`src/rtl/vape_pkg.sv`:
```
// Shared definitions for the VAPE output-region readout path and the
// output-protection monitor.
package vape_pkg;

  localparam int ADDR_W_DEF    = 16;
  localparam int DATA_W_DEF    = 16;
  localparam int MAX_WORDS_DEF = 256;

  // Entry point of the trusted reset handler (MSP430 byte address).
  localparam logic [15:0] RESET_HANDLER = 16'hE000;

  typedef enum logic [2:0] {
    ST_IDLE  = 3'd0,
    ST_FETCH = 3'd1,
    ST_CAPT  = 3'd2,
    ST_SEND  = 3'd3,
    ST_DONE  = 3'd4,
    ST_ERR   = 3'd5
  } or_state_t;

endpackage

```
`src/rtl/vape_or_range_chk.sv`:
```
// Combinational OR region check: word-aligned bounds, word count and validity.
// Kept separate so the output-protection monitor can reuse it.
module vape_or_range_chk
  import vape_pkg::*;
#(
  parameter int ADDR_W    = ADDR_W_DEF,
  parameter int MAX_WORDS = MAX_WORDS_DEF
) (
  input  logic [ADDR_W-1:0] i_or_min,
  input  logic [ADDR_W-1:0] i_or_max,
  output logic [ADDR_W-1:0] o_cur,
  output logic [ADDR_W-1:0] o_end,
  output logic              o_ok
);

  localparam logic [ADDR_W:0]   MAX_CNT = (ADDR_W+1)'(MAX_WORDS);
  localparam logic [ADDR_W-1:0] ONE     = ADDR_W'(1);

  logic [ADDR_W-1:0] w_words;

  // The word count is only meaningful when min < max, so the subtraction
  // never wraps for a region that is accepted.
  always_comb begin
    o_cur   = {i_or_min[ADDR_W-1:1], 1'b0};
    o_end   = {i_or_max[ADDR_W-1:1], 1'b0};
    w_words = ((o_end - o_cur) >> 1) + ONE;
    o_ok    = (i_or_min < i_or_max) && ({1'b0, w_words} <= MAX_CNT);
  end

endmodule

```
`src/rtl/vape_or_readout.sv`:
```
// Streams the VAPE output region word by word to the report engine while the
// output-protection monitor keeps exec high; aborts and flags err otherwise.
module vape_or_readout
  import vape_pkg::*;
#(
  parameter int ADDR_W    = ADDR_W_DEF,
  parameter int DATA_W    = DATA_W_DEF,
  parameter int MAX_WORDS = MAX_WORDS_DEF
) (
  input  logic              clk,
  input  logic              rst,
  input  logic              start,
  input  logic              exec,
  input  logic [ADDR_W-1:0] OR_min,
  input  logic [ADDR_W-1:0] OR_max,
  output logic              rd_en,
  output logic [ADDR_W-1:0] rd_addr,
  input  logic [DATA_W-1:0] rd_data,
  output logic              out_valid,
  input  logic              out_ready,
  output logic [DATA_W-1:0] out_data,
  output logic              out_last,
  output logic              busy,
  output logic              done,
  output logic              err
);

  localparam logic [ADDR_W-1:0] WORD_STEP = ADDR_W'(2);

  or_state_t         r_state;
  or_state_t         w_state_next;
  logic [ADDR_W-1:0] r_cur;
  logic [ADDR_W-1:0] r_end;
  logic [DATA_W-1:0] r_data;
  logic              r_last;
  logic              r_err;

  logic [ADDR_W-1:0] w_cur0;
  logic [ADDR_W-1:0] w_end0;
  logic              w_rng_ok;

  vape_or_range_chk #(
    .ADDR_W    (ADDR_W),
    .MAX_WORDS (MAX_WORDS)
  ) u_rng (
    .i_or_min (OR_min),
    .i_or_max (OR_max),
    .o_cur    (w_cur0),
    .o_end    (w_end0),
    .o_ok     (w_rng_ok)
  );

  // Loss of exec wins over a same-cycle handshake: that word is void.
  always_comb begin
    w_state_next = r_state;
    rd_en        = 1'b0;
    rd_addr      = '0;
    out_valid    = 1'b0;
    out_last     = 1'b0;
    out_data     = r_data;
    busy         = (r_state != ST_IDLE);
    done         = 1'b0;
    err          = r_err;
    case (r_state)
      ST_IDLE: begin
        if (start) begin
          w_state_next = (exec && w_rng_ok) ? ST_FETCH : ST_ERR;
        end
      end
      ST_FETCH: begin
        rd_en        = 1'b1;
        rd_addr      = r_cur;
        w_state_next = exec ? ST_CAPT : ST_ERR;
      end
      ST_CAPT: begin
        w_state_next = exec ? ST_SEND : ST_ERR;
      end
      ST_SEND: begin
        out_valid = 1'b1;
        out_last  = r_last;
        if (!exec) begin
          w_state_next = ST_ERR;
        end else if (out_ready) begin
          w_state_next = r_last ? ST_DONE : ST_FETCH;
        end
      end
      ST_DONE: begin
        done         = 1'b1;
        w_state_next = ST_IDLE;
      end
      ST_ERR: begin
        w_state_next = ST_IDLE;
      end
      default: begin
        w_state_next = ST_IDLE;
      end
    endcase
  end

  always_ff @(posedge clk) begin
    if (rst) begin
      r_state <= ST_IDLE;
      r_cur   <= '0;
      r_end   <= '0;
      r_data  <= '0;
      r_last  <= 1'b0;
      r_err   <= 1'b0;
    end else begin
      r_state <= w_state_next;
      case (r_state)
        ST_IDLE: begin
          if (start) begin
            r_cur <= w_cur0;
            r_end <= w_end0;
          end
        end
        ST_CAPT: begin
          r_data <= rd_data;
          r_last <= (r_cur == r_end);
        end
        ST_SEND: begin
          if (exec && out_ready && !r_last) begin
            r_cur <= r_cur + WORD_STEP;
          end
        end
        default: begin
        end
      endcase
      // err is a sticky level: raised on entry to ERR, dropped by an accepted start.
      if (w_state_next == ST_ERR) begin
        r_err <= 1'b1;
      end else if (r_state == ST_IDLE && start) begin
        r_err <= 1'b0;
      end
    end
  end

endmodule

```
`config.mk`:
```
export PLATFORM = sky130hd
export DESIGN_NAME = vape_or_readout
export DESIGN_NICKNAME = d
export VERILOG_FILES = /design/src/rtl/vape_pkg.sv /design/src/rtl/vape_or_range_chk.sv /design/src/rtl/vape_or_readout.sv
export SDC_FILE = /design/constraint.sdc
export NUM_CORES = 1
export LEC_CHECK = 0
export ABC_CLOCK_PERIOD_IN_PS = 2400
export CORE_UTILIZATION = 50
export DETAILED_ROUTE_END_ITERATION = 12
export MAX_ROUTING_LAYER = met4
export PLACE_DENSITY_LB_ADDON = 0.08
export SLEW_MARGIN = 40
export SYNTH_ARGS = -nofsm -noshare
export SYNTH_HDL_FRONTEND = slang
export SYNTH_SLANG_ARGS = --single-unit
```
`constraint.sdc`:
```
create_clock -name clk -period 2.4 [get_ports clk]
set_clock_uncertainty 0.05 [all_clocks]
set_input_delay 0.36 -clock clk [delete_from_list [all_inputs] [get_ports clk]]
set_output_delay 0.36 -clock clk [all_outputs]
set_load 0.02 [all_outputs]
```
After elaboration in Yosys (flattened, before gate mapping). Cells that the tools add are included.

Output and inout bits: 38. Input port bits: 53. Register bits: 52.

Add/subtract/negate cells: 3. Mux-type cells: 18. Equal/unequal tests: 8. Order comparisons: 2. Reduce and logical (&&, ||, !) cells: 12.

Operator list (number): 16-bit 2-to-1 mux (3); 16-bit one-hot mux with 2 select lines (1); 3-bit 2-to-1 mux (7); 15-bit by 1-bit adder with 16-bit output (second input constant) (1); 16-bit by 2-bit adder with 16-bit output (second input constant) (1); 16-bit equality test (1); 16-bit by 9-bit less-or-equal comparator with 1-bit output (second input constant) (1); 16-bit < comparator (1); 16-bit subtractor (1); 3-bit one-hot mux with 4 select lines (1); 3-bit by 2-bit equality test with 1-bit output (second input constant) (2); 3-bit equality test (second input constant) (2); 1-bit 2-to-1 mux (6); 1-bit logical AND (5); 2-bit != test (second input constant) (2); 2-bit nonzero test (2); 3-bit by 1-bit equality test with 1-bit output (second input constant) (1); 3-bit zero test (1); 3-bit AND reduction (1); 3-bit nonzero test (1); 2-bit AND reduction (1); 1-bit zero test (1).

Logic depth before layout (Yosys ltp).
Depth after elaboration: 10. Mapped depth: 10. Mapped depth without buffers: 10.

Modules after synthesis. Synthesis repeated with hierarchy kept, for this count alone.

Cell total of the unflattened synthesis: 534. Area total of the unflattened synthesis: 4065.1 µm².

Modules (own cells, without submodules): vape_or_readout (cells an instance 357, area an instance 2766.4 µm², instances 1, sequential area each 1061.0 µm²); vape_or_range_chk (cells an instance 177, area an instance 1298.7 µm², instances 1, sequential area each 0.0 µm²).

Least setup slack after synthesis. No wires, ideal clock.

Path kind: input -> register. Start point: in OR_min[2]. End point: reg r_err, in the netlist err. Required time: 2221 ps. Slack: 158 ps. Stages: 9. Arrival: 2063 ps. Cell sequence: inv_1 ha_1 nor2b_4 o2111a_2 a2111oi_4 o21ai_1 xor2_1 o41ai_2 nand3_1.

Cells in the longest elaborated chain, start to end: 10.

RTL lines: from (decl) (RTL line vape_or_readout.sv:14) `input logic [ADDR_W-1:0] OR_min,`; 16-bit subtractor (RTL line vape_or_range_chk.sv:26) `w_words = ((o_end - o_cur) >> 1) + ONE;`; 15-bit by 1-bit adder with 16-bit output (RTL line vape_or_range_chk.sv:26); 16-bit by 9-bit less-or-equal comparator with 1-bit output (RTL line vape_or_range_chk.sv:27) `o_ok = (i_or_min < i_or_max) && ({1'b0, w_words} <= MAX_CNT);`; 1-bit logical AND (*) (RTL line vape_or_range_chk.sv:27); 1-bit logical AND (*) (RTL line vape_or_readout.sv:67) `w_state_next = (exec && w_rng_ok) ? ST_FETCH : ST_ERR;`; 3-bit 2-to-1 mux (*) (RTL line vape_or_readout.sv:67); 3-bit 2-to-1 mux (*) (RTL line vape_or_readout.sv:66) `if (start) begin`; 3-bit one-hot mux with 4 select lines (*) (RTL line vape_or_readout.sv:64) `case (r_state)`; 3-bit equality test (*) (RTL line vape_or_readout.sv:130) `if (w_state_next == ST_ERR) begin`; 1-bit 2-to-1 mux / 2-bit nonzero test (equally long branches); to (signal assigned) (RTL line vape_or_readout.sv:107) `r_err <= 1'b0;`; to (signal assigned) (RTL line vape_or_readout.sv:131) `r_err <= 1'b1;`; to (signal assigned) (RTL line vape_or_readout.sv:133) `r_err <= 1'b0;`; to (decl) (RTL line vape_or_readout.sv:36) `logic r_err;`.

Mark *: on every way between the ends. The rest lies on a longest branch, timed or not. A chain may end at the register's enable or synchronous reset.

Worst setup path in the final report.
Start point: in OR_min[9]. End point: reg r_err, in the netlist err.

Same word-level chain as after synthesis.

==> out/qor.yml <==
layout.nets: 701
dieArea_mm2: 0.007546
coreArea_mm2: 0.006869
critPathBufInv: 2
crit_fanout: 4
antenna_found_initial: 0
dp_hpwl_um: 7949
pin_count: 91
clk_latency_ns: 0.30
post-route-cell-area_mm2: 0.005498
synth_area_leader_cell: "dfxtp_1"
p_sw_mw: 0.8196
syn_avg_cell_area_um2: 7.565
setup_slack_ns: -0.01842
postCtsHoldBufs: 0
worst_pin_slew_ns: 0.5526
worstPathArrival_ns: 2.54
max_slew_margin_pct: 63.16
initial_utilization_pct: 52.42
portBuffers: 89
grt_pass1_vias: 3444
whs_ns: 0.3402
cts.sinks: 51
yosysSeqAreaShare_pct: 28.35
synthFlopType: "dfxtp_1"
n_antenna_cell: 0
cts_made_buffers: 5
async_reset_ff_share_pct: 0
htree_num_levels: 2
synth_most_common_cell: "nand2_1"
critPathTopFamily: "compound AO/OA/AOI/OAI gates"
path_clk_slew_ns: 0.09
die_w_um: 86.87
gp_congestion: 0.8989
cp-start-kind: "input pin"
drive_gt1_share_pct: 23.30
clk_path_buf_depth: 2
synth_seq_cells: 51
fill_cells: 483
crit_required_ns: 2.53
slew_violations: 0
p_sw_share_pct: 33.90
hold_violations: 0
vias: 3883
grt_setup_unrepaired: "true"
synth_area_leaders: "dfxtp_1 28%, ha_1 10%, nand2_1 10%"
peakVddDrop_mv: 0.3614
ant_nets: 0
p_int_mw: 1.598
ys_top_cells_by_count: "97 x nand2_1, 54 x a21oi_1, 51 x dfxtp_1, 33 x inv_1, 30 x ha_1"
drv_cap: 0
crit_chain: "clkdlybuf4s50_1 > inv_1 > ha_4 > and4_4 > a21oi_1 > a21oi_2 > o21a_1 > o221ai_2 > o41ai_2 > nand3_1"
placed_area_mm2: 0.004969
rows: 30
drt_pass1_iterations: 5
routed_wl_um: 10990
syn_inst: 476
hold_path.class: "input pin to flop"
slowest_stage: "clkdlybuf4s50_1"
ys_types: 66
yosys.area.top_type_share_pct: 28.35
wl_per_cell_um: 15.39
syn_nets: 560
setup_viol: 1
grt_max_degree: 31
post_drt_via_cell_ratio: 5.438
grt-ovfl-total: 0
power_density_mw_per_mm2: 439.8
cts_tree: "yes"
p_leak_nw: 2.483
comb_power_share_pct: 37.0
die_h_um: 86.87
clock.fmax_mhz: 413.5
syn-cell-area_mm2: 0.003601
end_kind: "flop"
pwr-share-clk_pct: 22.4
grt_pass1_wl_um: 16170
violations: "setup timing"
status: "finished with violations"
yosys_warnings: 0
critPathKind: "input pin to flop"
synth_edf_count: 0
clockRootBuffer: "clkbuf_8"
drt-initial-drc-count: 232
global_route.usage.total_pct: 28.09
final.min_clock_period_ns: 2.418
drc: 0
slowest_delay_ns: 0.48
fin_crit_sh_pct: 100.8
area_growth_pct: 52.68
power_frac_seq_pct: 40.6
cells in the final DEF, fill, tap and decap left out, types with 3 or more instances in the layout:
cell and n:
o21ai_0 15, inv_1 26, a311oi_1 3, nor3_1 3, and4_1 3, a21o_1 6, nand2_1 97, inv_2 7
o21a_1 3, a22oi_1 5, dlymetal6s2s_1 21, xor2_1 16, ha_4 10, ha_1 19, nand3b_1 3, nand4_1 7
o21ai_2 4, clkdlybuf4s50_1 67, nor4_1 4, dfxtp_1 48, dfxtp_2 3, a21oi_1 53, clkbuf_8 6, nor2_1 17
nand3_1 12, a211oi_1 5, buf_4 68, and2_1 19
path summary, 6_finish.rpt:
check | startpoint | endpoint | slack [ns] | cells after the start
min | OR_max[2] | r_end[2]$_SDFFE_PP0P_ | 0.34 | 3
min reg2reg | out_data[1]$_SDFFE_PP0N_ | out_data[1]$_SDFFE_PP0N_ | 0.41 | 2
max | OR_min[9] | err$_SDFFE_PP0P_ | -0.02 | 10
max reg2reg | r_state[1]$_SDFF_PP0_ | r_cur[1]$_SDFFE_PP0P_ | 0.37 | 7
kinds of logic (layout without fill, tap and decap cells):
logic type / Yosys count / in the layout / synth area share [%]
flip-flops: 51 / 51 / 28.35
other: 1 / 1 / 0.1041
AND/OR/NAND/NOR: 188 / 188 / 25.23
AO/OA/AOI/OAI: 125 / 125 / 22.97
adder cells (fa/ha/maj): 31 / 31 / 10.98
XOR/XNOR: 19 / 19 / 4.621
buffers and inverters: 60 / 202 / 7.470
multiplexers: 1 / 1 / 0.2780
per-stage QoR:
| stage | utilization, % | setup slack (ns) | setup TNS, ns | cells | total power [mW] |
|---|---|---|---|---|---|
| after floorplan | - | 0.1581 | 0 | 476 | 1.414 |
| after global placement | 72.33 | -0.4402 | -0.8576 | 699 | 1.738 |
| final | 80.04 | -0.01842 | -0.01842 | 714 | 2.418 |
| after detailed placement | 72.33 | -0.4790 | -0.8954 | 699 | 1.755 |
| after global routing | 80.04 | -0.1106 | -0.1491 | 714 | 2.530 |
| after CTS | 74.83 | -0.07839 | -0.07839 | 710 | 2.307 |
what timing repair did:
action / in CTS / in global routing
setup buffers: 3 / 4
pin swaps: 15 / 24
endpoints found under the setup margin: 18 / 18
resized for setup: 14 / 67
worst register-to-register path: cells and delay by family, from the launching register on:
family,cells,cell delay [ns]
simple gates,2,0.35
compound gates,2,0.41
mux,1,0.21
buf+inv,2,0.45
flops,1,0.44
power by group through the flow:
stage	Clock, mW	Combinational (mW)	Sequential (mW)
floorplan	0	0.435	0.979
global placement	0	0.747	0.992
detailed placement	0	0.758	0.997
CTS	0.545	0.785	0.978
global route	0.576	0.964	0.989
finish	0.542	0.895	0.981
sequential cells by signal, summed over array words and instances, names as in the netlist:
signal and count:
out_data 16, r_cur 15, r_end 15, r_state 3
err 1, r_last 1
routing by layer:
layer  wire, µm  vias up  track usage (%)
met5          0        -                -
met4        272        0            5.909
met3        663       26            3.033
met2       5256      156            45.45
met1       4794     1782            37.91
li1           -     1919                -
layout make-up:
| class | count | area, µm² | area share, % |
|---|---|---|---|
| Tap cell | 96 | 120.1 | 2.185 |
| Inverter | 34 | 127.6 | 2.321 |
| Clock buffer | 6 | 82.58 | 1.502 |
| Multi-Input combinational cell | 365 | 2631 | 47.86 |
| Clock inverter | 2 | 16.27 | 0.2959 |
| Sequential cell | 51 | 1025 | 18.64 |
| Timing Repair Buffer | 160 | 1495 | 27.20 |
Note: power is estimated with default switching activity, not from simulation.
